## src/rtl/svi_fanout_iso_if.sv

```systemverilog
// SVI fanout bundle: source side, per-channel isolation requests and channel outputs.
// Drop-detect signals exist only when SVI_FANOUT_DROP_DETECT_EN is defined.
interface svi_fanout_iso_if #(
    parameter int unsigned W      = 2,
    parameter int unsigned NUM_CH = 2
);
    logic [W-1:0]          src_data;
    logic                  src_valid;
    logic [NUM_CH-1:0]     iso_req;
    logic [NUM_CH*W-1:0]   ch_data;
    logic [NUM_CH-1:0]     ch_valid;
    logic [NUM_CH-1:0]     iso_ack;
`ifdef SVI_FANOUT_DROP_DETECT_EN
    logic [NUM_CH-1:0]     dropped;
    logic [NUM_CH-1:0]     dropped_clr;
`endif

    modport master (
        output src_data,
        output src_valid,
        output iso_req,
`ifdef SVI_FANOUT_DROP_DETECT_EN
        output dropped_clr,
        input  dropped,
`endif
        input  ch_data,
        input  ch_valid,
        input  iso_ack
    );

    modport slave (
        input  src_data,
        input  src_valid,
        input  iso_req,
`ifdef SVI_FANOUT_DROP_DETECT_EN
        input  dropped_clr,
        output dropped,
`endif
        output ch_data,
        output ch_valid,
        output iso_ack
    );
endinterface

```

## src/rtl/svi_fanout_iso.sv

```systemverilog
// Fans a registered SVI bundle out to NUM_CH switchable domains, each with its own isolation FSM.
// Optional sticky drop flags are built when SVI_FANOUT_DROP_DETECT_EN is defined.
module svi_fanout_iso #(
    parameter int unsigned W          = 2,
    parameter int unsigned NUM_CH     = 2,
    parameter int unsigned SETTLE_CYC = 4,
    parameter logic [W-1:0] CLAMP_VAL = '0
) (
    input logic             ck,
    input logic             arst,
    svi_fanout_iso_if.slave bus
);

    localparam int unsigned CntW = (SETTLE_CYC <= 1) ? 1 : $clog2(SETTLE_CYC + 1);
    localparam logic [CntW-1:0] CntLast = (SETTLE_CYC == 0) ? '0 : CntW'(SETTLE_CYC - 1);

    typedef enum logic [1:0] {
        StActive   = 2'd0,
        StIsolated = 2'd1,
        StSettle   = 2'd2
    } state_e;

    logic [W-1:0] src_q;
    logic         src_vq;

    always_ff @(posedge ck) begin
        if (arst) begin
            src_q  <= '0;
            src_vq <= 1'b0;
        end else begin
            src_q  <= bus.src_data;
            src_vq <= bus.src_valid;
        end
    end

    for (genvar i = 0; i < NUM_CH; i++) begin : g_ch
        state_e          state_q, state_d;
        logic [CntW-1:0] cnt_q, cnt_d;
        logic [W-1:0]    data_c;
        logic            valid_c;
        logic            ack_c;

        always_ff @(posedge ck) begin
            if (arst) begin
                state_q <= StIsolated;
                cnt_q   <= '0;
            end else begin
                state_q <= state_d;
                cnt_q   <= cnt_d;
            end
        end

        always_comb begin
            state_d = state_q;
            cnt_d   = cnt_q;
            unique case (state_q)
                StActive: begin
                    if (bus.iso_req[i]) begin
                        state_d = StIsolated;
                    end
                end
                StIsolated: begin
                    if (!bus.iso_req[i]) begin
                        if (SETTLE_CYC == 0) begin
                            state_d = StActive;
                        end else begin
                            state_d = StSettle;
                            cnt_d   = '0;
                        end
                    end
                end
                StSettle: begin
                    if (bus.iso_req[i]) begin
                        state_d = StIsolated;
                        cnt_d   = '0;
                    end else if (cnt_q == CntLast) begin
                        state_d = StActive;
                    end else begin
                        cnt_d = cnt_q + 1'b1;
                    end
                end
                default: begin
                    state_d = StIsolated;
                    cnt_d   = '0;
                end
            endcase
        end

        // Outputs depend only on registered state and registered source data.
        always_comb begin
            data_c  = CLAMP_VAL;
            valid_c = 1'b0;
            ack_c   = 1'b0;
            unique case (state_q)
                StActive: begin
                    data_c  = src_q;
                    valid_c = src_vq;
                end
                StIsolated: ack_c = 1'b1;
                default: ;
            endcase
        end

        assign bus.ch_data[i*W +: W] = data_c;
        assign bus.ch_valid[i]       = valid_c;
        assign bus.iso_ack[i]        = ack_c;

`ifdef SVI_FANOUT_DROP_DETECT_EN
        logic dropped_q;

        // Set wins over a simultaneous clear.
        always_ff @(posedge ck) begin
            if (arst) begin
                dropped_q <= 1'b0;
            end else if (src_vq && (state_q != StActive)) begin
                dropped_q <= 1'b1;
            end else if (bus.dropped_clr[i]) begin
                dropped_q <= 1'b0;
            end
        end

        assign bus.dropped[i] = dropped_q;
`endif
    end

endmodule
```

## src/flat_wrapper.sv

```systemverilog
// flat-port wrapper written by rule: the top's interface ports become plain ports
module svi_fanout_iso_flat 
#(
    parameter int unsigned W          = 2,
    parameter int unsigned NUM_CH     = 2,
    parameter int unsigned SETTLE_CYC = 4,
    parameter logic [W-1:0] CLAMP_VAL = '0
)
  (ck, arst, bus_src_data, bus_src_valid, bus_iso_req, bus_ch_data, bus_ch_valid, bus_iso_ack);
  svi_fanout_iso_if #(.W(W), .NUM_CH(NUM_CH)) bus_i ();
  input logic ck;
  input logic arst;
  input wire logic [$bits(bus_i.src_data)-1:0] bus_src_data;
  input wire logic [$bits(bus_i.src_valid)-1:0] bus_src_valid;
  input wire logic [$bits(bus_i.iso_req)-1:0] bus_iso_req;
  output wire logic [$bits(bus_i.ch_data)-1:0] bus_ch_data;
  output wire logic [$bits(bus_i.ch_valid)-1:0] bus_ch_valid;
  output wire logic [$bits(bus_i.iso_ack)-1:0] bus_iso_ack;
  assign bus_i.src_data = bus_src_data;
  assign bus_i.src_valid = bus_src_valid;
  assign bus_i.iso_req = bus_iso_req;
  assign bus_ch_data = bus_i.ch_data;
  assign bus_ch_valid = bus_i.ch_valid;
  assign bus_iso_ack = bus_i.iso_ack;
  svi_fanout_iso #(.W(W), .NUM_CH(NUM_CH), .SETTLE_CYC(SETTLE_CYC), .CLAMP_VAL(CLAMP_VAL)) u_core (.ck(ck), .arst(arst), .bus(bus_i));
endmodule
```

## config.mk

```make
export PLATFORM = sky130hd
export DESIGN_NAME = svi_fanout_iso_flat
export DESIGN_NICKNAME = d
export VERILOG_FILES = /design/src/rtl/svi_fanout_iso_if.sv /design/src/rtl/svi_fanout_iso.sv /design/src/flat_wrapper.sv
export SDC_FILE = /design/constraint.sdc
export NUM_CORES = 1
export LEC_CHECK = 0
export CORE_MARGIN = 3
export CORE_UTILIZATION = 25
export CTS_BUF_LIST = sky130_fd_sc_hd__clkbuf_8
export CTS_CLUSTER_SIZE = 14
export DETAILED_ROUTE_END_ITERATION = 16
export GPL_ROUTABILITY_DRIVEN = 0
export PLACE_DENSITY = 0.54
export SKIP_LAST_GASP = 1
export SLEW_MARGIN = 10
export SYNTH_ARGS = -nofsm -noshare
export SYNTH_HDL_FRONTEND = slang
export SYNTH_SLANG_ARGS = --single-unit
```

## constraint.sdc

```tcl
create_clock -name ck -period 2.15 [get_ports ck]
set_clock_uncertainty 0.1 [all_clocks]
set_input_delay 0.43 -clock ck [delete_from_list [all_inputs] [get_ports ck]]
set_output_delay 0.43 -clock ck [all_outputs]
set_load 0.02 [all_outputs]
```

==> run metrics, run 1 <==
# fillers 272; Post-DP Area 804.5 um2; FF+latch count, synth 13; critical path required time approximately 1600 ps; I/O Pins 15; layout cells sized above 1 11.76%; slew at the pin closest to its max-slew limit roughly 370 ps; Iter 0 DRT Violations 8; GRT Resource Usage Total 7.889%; Peak Freq 0.4960 GHz; Net Sw Frac approximately 22%; Synth top area share between 30% and 40%; LEAKAGE ~0.35 nW; Max VDD drop 0.0003502 V; Clk network pwr share between 30 and 40%; share of synthesized registers carrying an async set or reset 0%; Power per Cell Area a little over 600 nW/um2; worst path arrival time approximately 1500 ps; 1st-pass router iterations 2; worst-case reg-to-reg path depth 5; CTS max path bufs 2; sw power 0.1171 mW; adder-cell share of the synthesized area ~7.6%; largest net degree at the start of global routing 13; diodes inserted 0; worst r2r src u_core.g_ch[1].cnt_q[0]; final setup TNS 0 ps; Clock Pin Slew Worst Setup and Hold Paths 50 ps; DR vias ~500; end of the worst register-to-register path u_core.g_ch[1].cnt_q[2]; hold slack ~380 ps; status completed; Synth Warn # 0; Synth area leaders dfxtp_1 39%, ha_1 7.6%, nor2b_1 6.6%; Netlist cell types 26; Core ar. approximately 2500 um2; CTS tree yes; mean post-synth cell area 9.305 um2; Reg power frac 48.6%; PortBufs 14; antenna violation net count after detailed routing 0; Starting Density a little over a quarter; clock sinks 13; CTS H-tree depth 1; first-pass GRT wire length 1.890 mm; Worst Path Max Fanout 5; vias in the first global route approximately 450; Hold Path Class reg2reg; hold buffers post-CTS 0; syn_nets 82; XOR/XNOR Fraction of Synth Area 0%; cell taking the most area after synthesis dfxtp_1; Cell Int Power between 0.4 and 0.5 mW; die height 57.41 um; RSZ-0062 raised after global routing no; Syn-to-layout area delta 28.60%; multiplexer share of the synthesized area 5.114%; Top FF cell, synth dfxtp_1; hold wc startpoint u_core.g_ch[1].cnt_q[2]; post-DP HPWL 827.6 um; Vias/cell 4.261; Hold Fails Final Rpt 0; sequential-to-total area share from yosys stat between 30% and 40%; Crit Path Category reg2out; main combinational cell family by area after synthesis simple AND/OR/NAND/NOR gates; max cap viols 0; initial antenna violation count 0; Cell Area, Synth 660.6 um2; reg2reg setup slack 420 ps; CP Capture Type output port; Final setup viols 0; Finished Cell Area 849.6 um2; EDFF count, synth 0; Syn Inst Count 71; Worst setup SP type register; Slew headroom between 70% and 80%; GRT overflow 0; Die W between 50 and 60 um; TritonCTS Buffers 3; Root Driver clkbuf_8; Post-CTS Setup Inserts 0; Pins Over Slew Limit 0; Clk Latency, worst-skew pair 240 ps; die area 3295 um2; Final #Nets 97; Worst Hold End u_core.g_ch[1].cnt_q[2]; wire length per cell 9.348 um; Tmin final 2016 ps; simple-gate share of the synthesized area 28.98%; Logic pwr share 12.1%; worst hold stages 1; drt drc 0; period utilization between 90% and 100%; CTS resizes 0; post-synthesis compound-gate area fraction 9.848%; row cnt 18; total routed wirelength 1.075 mm
==> metrics by stage <==
stage / worst slack (ps) / util (%) / std cells / power, mW
after floorplan: 516.3 / - / 71 / 0.3014
after global placement: 218.9 / 32.18 / 111 / 0.3258
after detailed placement: 208.3 / 32.18 / 111 / 0.3261
after CTS: 111.0 / 33.98 / 115 / 0.5423
after global routing: 36.61 / 33.98 / 115 / 0.5599
final: 133.7 / 33.98 / 115 / 0.5278
==> critical path, cell delays in order (launching register included) <==
cell and delay (ps):
dfxtp_1 340, nor2_1 170, and2_1 150, clkdlybuf4s50_1 590
==> worst max-delay path by stage <==
stage | cells after the start | from | slack, ps | endpoint
floorplan | 5 | u_core.g_ch[1].cnt_q[0] | 520 | u_core.g_ch[1].cnt_q[0]
global placement | 4 | bus_iso_req[0] | 220 | u_core.g_ch[0].cnt_q[1]
detailed placement | 4 | bus_iso_req[0] | 210 | u_core.g_ch[0].cnt_q[1]
CTS | 3 | u_core.g_ch[1].state_q[0] | 110 | bus_ch_valid[1]
global route | 3 | u_core.g_ch[1].state_q[0] | 40 | bus_ch_valid[1]
finish | 3 | u_core.g_ch[1].state_q[0] | 130 | bus_ch_valid[1]
==> layout make-up <==
class | count | area [um2] | share of cell area [%]
Tap cell | 30 | 37.54 | 4.418
Sequential cell | 13 | 260.3 | 30.63
Timing Repair Buffer | 15 | 147.6 | 17.38
Multi-Input combinational cell | 48 | 340.3 | 40.06
Clock inverter | 1 | 3.754 | 0.4418
Clock buffer | 3 | 41.29 | 4.860
Inverter | 5 | 18.77 | 2.209
==> layer usage <==
layer	part of all wire, %	vias to the layer above	track usage [%]
met1	50	212	8.654
met4	2.2	0	4.967
met3	7.6	4	4.072
met2	40	13	11.94
li1	-	261	-
met5	0	-	0
==> state kept, by name (all words and copies together), names as in the netlist <==
name,count
u_core.src_vq,1
u_core.g_ch.cnt_q,6
u_core.g_ch.state_q,4
u_core.src_q,2
==> cells by family (layout without fill, tap and decap cells) <==
| group | count (synthesis) | count (layout) |
|---|---|---|
| AO/OA/AOI/OAI | 8 | 8 |
| adder cells (fa/ha/maj) | 4 | 4 |
| buffers and inverters | 10 | 24 |
| flip-flops | 13 | 13 |
| multiplexers | 3 | 3 |
| AND/OR/NAND/NOR | 33 | 33 |
==> Yosys cell counts (all sizes together) (2+ instances only) <==
cell type / n
buf: 5
inv: 5
ha: 4
a22o: 2
and2: 6
and2b: 2
dfxtp: 13
a21oi: 2
a211o: 2
mux2: 3
nor2b: 7
nor2: 8
nand2: 2
nor3: 2
==> cell usage in the layout (no fill, tap or decap), drive strengths merged <==
cell type and count:
clkdlybuf4s50 14, or3b 1, clkbuf 3, and2b 2, a21o 1, nand2 2, and2 6, nand2b 1
mux2 3, nor3 2, ha 4, a22o 2, nor2 8, buf 1, or4b 1, nor2b 7
nor3b 1, or2b 1, a21oi 2, dfxtp 13, inv 6, or3 1, a211oi 1, a211o 2
==> power by group through the flow <==
stage	logic, mW	clock network, mW	registers (mW)
final	0.0637	0.208	0.257
after global routing	0.0688	0.233	0.258
after CTS	0.0648	0.221	0.257
after detailed placement	0.0645	0	0.262
after global placement	0.0642	0	0.262
after floorplan	0.0419	0	0.260
Note: power is estimated with default switching activity, not from simulation.
==> run 2, diff against run 1 <==
--- a/config.mk
+++ b/config.mk
@@ -5,6 +5,7 @@
 export SDC_FILE = /design/constraint.sdc
 export NUM_CORES = 1
 export LEC_CHECK = 0
+export CAP_MARGIN = 15
 export CORE_MARGIN = 3
 export CORE_UTILIZATION = 25
 export CTS_BUF_LIST = sky130_fd_sc_hd__clkbuf_8
==> results of run 2 <==
Final layout, timing and power as in run 1 (identical DEF).
==> run 3, diff against run 2 <==
--- a/config.mk
+++ b/config.mk
@@ -12,6 +12,7 @@
 export CTS_CLUSTER_SIZE = 14
 export DETAILED_ROUTE_END_ITERATION = 16
 export GPL_ROUTABILITY_DRIVEN = 0
+export GPL_TIMING_DRIVEN = 0
 export PLACE_DENSITY = 0.54
 export SKIP_LAST_GASP = 1
 export SLEW_MARGIN = 10
==> run 3 against run 2 <==
Final area is 4.7% higher; setup slack worse by 77 ps; largest power group unchanged; critical path depth stayed put; sequential power is essentially flat; largest cell class unchanged.
==> run metrics, run 3 (same netlist as run 1, synthesis figures left out) <==
row cnt 18; wire length per cell 9.630 um; CP max stage cell clkdlybuf4s50_1; die height 57.41 um; Core ar. 2500 um2; GRT overflow 0; GRT Resource Usage Total roughly 7.4%; Crit Path Category reg2out; CTS max path bufs 2; max cap viols 0; Hold Fails Final Rpt 0; DR vias about 500; Pwr Total roughly 0.54 mW; Final setup viols 0; RSZ-0062 raised after global routing yes; clock sinks 13; Root Driver clkbuf_8; critical path required time 1620 ps; Hold Path Class reg2reg; Starting Density 26.43%; I/O Pins 15; CP Capture Type output port; layout cells sized above 1 17.98%; final setup TNS 0 ps; max FFs per register 6; Final #Nets 101; initial antenna violation count 0; DR top layer met4; Worst Path Max Fanout 6; Tmin final 2093 ps; Worst setup SP type register; routed wl met3 79 um; Clk Latency, worst-skew pair 240 ps; drt drc 0; final core occ 35.59%; Vias/cell 4.269; hold buffers post-CTS 0; Slew headroom approximately 73%; Power per Cell Area 611.1 nW/um2; PortBufs 14; worst-path cell chain and2b_2 -> buf_4 -> clkdlybuf4s50_1; slowest stage delay, CP ~520 ps; Syn-to-layout area delta 34.66%; slew at the pin closest to its max-slew limit a little under 400 ps; largest net degree at the start of global routing 11; reg2reg setup slack 380 ps; Clock Pin Slew Worst Setup and Hold Paths ~60 ps; Pins Over Slew Limit 0; Die W 57.41 um; status completed; first-pass GRT wire length 1.849 mm; LEAKAGE 0.3852 nW; Regs by FF count u_core.g_ch.cnt_q x6, u_core.g_ch.state_q x4, u_core.src_q x2; vias in the first global route 431; Reg with most FFs u_core.g_ch.cnt_q; period utilization 97.36%; Iter 0 DRT Violations 1; Peak Freq 0.4777 GHz; CTS H-tree depth 1; commonest cells after routing, fill and taps aside 13 x clkdlybuf4s50_1, 13 x dfxtp_1, 7 x nor2b_1, 7 x nor2_1, 6 x and2_1; worst path arrival time 1560 ps; CTS tree yes; CP Buf/Inv Count 2; 1st-pass router iterations 2; met2 WL roughly 480 um; CP delay by family, top buffers and inverters; Post-CTS Setup Inserts 0; Metal-1 WL ~580 um; Max VDD drop 0.0002736 V; post-DP HPWL just over 900 um; diodes inserted 0; antenna violation net count after detailed routing 0; # fillers 262; die area 3295 um2; TritonCTS Buffers 3; total routed wirelength ~1.1 mm
[run 3: changes by cell type in the layout (fill, tap and decap cells not counted)]
cell | previous run | this run
buf_4 | 1 | 4
buf_6 | 0 | 1
clkdlybuf4s50_1 | 14 | 13
clkinv_2 | 0 | 1
dlymetal6s2s_1 | 0 | 1
inv_1 | 6 | 5
nor2_1 | 8 | 7
nor2_2 | 0 | 1
[run 3: cell type report]
cell class	count	area [um2]	area share, %
Multi-Input combinational cell	48	342.8	38.54
Sequential cell	13	260.3	29.25
Buffer	5	41.29	4.641
Inverter	5	18.77	2.110
Timing Repair Buffer	14	142.6	16.03
Clock buffer	3	41.29	4.641
Tap cell	30	37.54	4.219
Clock inverter	1	5.005	0.5626
[run 3: metrics by stage]
step	hold WS, ps	std cells	area [um2]	setup WS (ps)
global route	389.0	119	889.6	-3.422
global placement	360.2	115	838.3	194.2
detailed placement	364.5	115	838.3	172.9
CTS	380.3	119	884.6	36.68
floorplan	342.4	71	660.6	516.3
finish	371.6	119	889.6	56.80
[run 3: worst paths after layout]
path / from / endpoint / cells after the start
worst min-delay path: u_core.g_ch[1].cnt_q[2] / u_core.g_ch[1].cnt_q[2] / 1
worst max register to register: u_core.g_ch[1].cnt_q[0] / u_core.g_ch[1].cnt_q[1] / 5
worst max-delay path: u_core.g_ch[1].state_q[1] / bus_iso_ack[1] / 3
worst min register to register: u_core.g_ch[1].cnt_q[2] / u_core.g_ch[1].cnt_q[2] / 1
[run 3: power by group]
part | switching (mW) | internal [mW] | total, mW | leakage [nW]
registers | 0.00774 | 0.249 | 0.257 | 0.107
clock network | 0.0872 | 0.128 | 0.215 | 0.0255
logic | 0.0301 | 0.0417 | 0.0718 | 0.253
total | 0.125 | 0.419 | 0.544 | 0.385
[run 3: what timing repair did]
action	4_1_cts	5_1_grt
resized for setup	0	2
setup endpoints to repair	0	2
hold endpoints to repair	0	0
[run 3: per-layer routing]
metal | track usage [%] | vias up
met5 | 0 | -
met4 | 4.967 | 0
met3 | 2.489 | 2
met2 | 10.48 | 11
met1 | 9.341 | 228
li1 | - | 267
[run 3: worst register-to-register path, delay by kind of cell (launching register included)]
kind            cells  cell delay (ps)
compound gates      1              210
fa+ha+maj           2              390
flops               1              320
simple gates        2              690
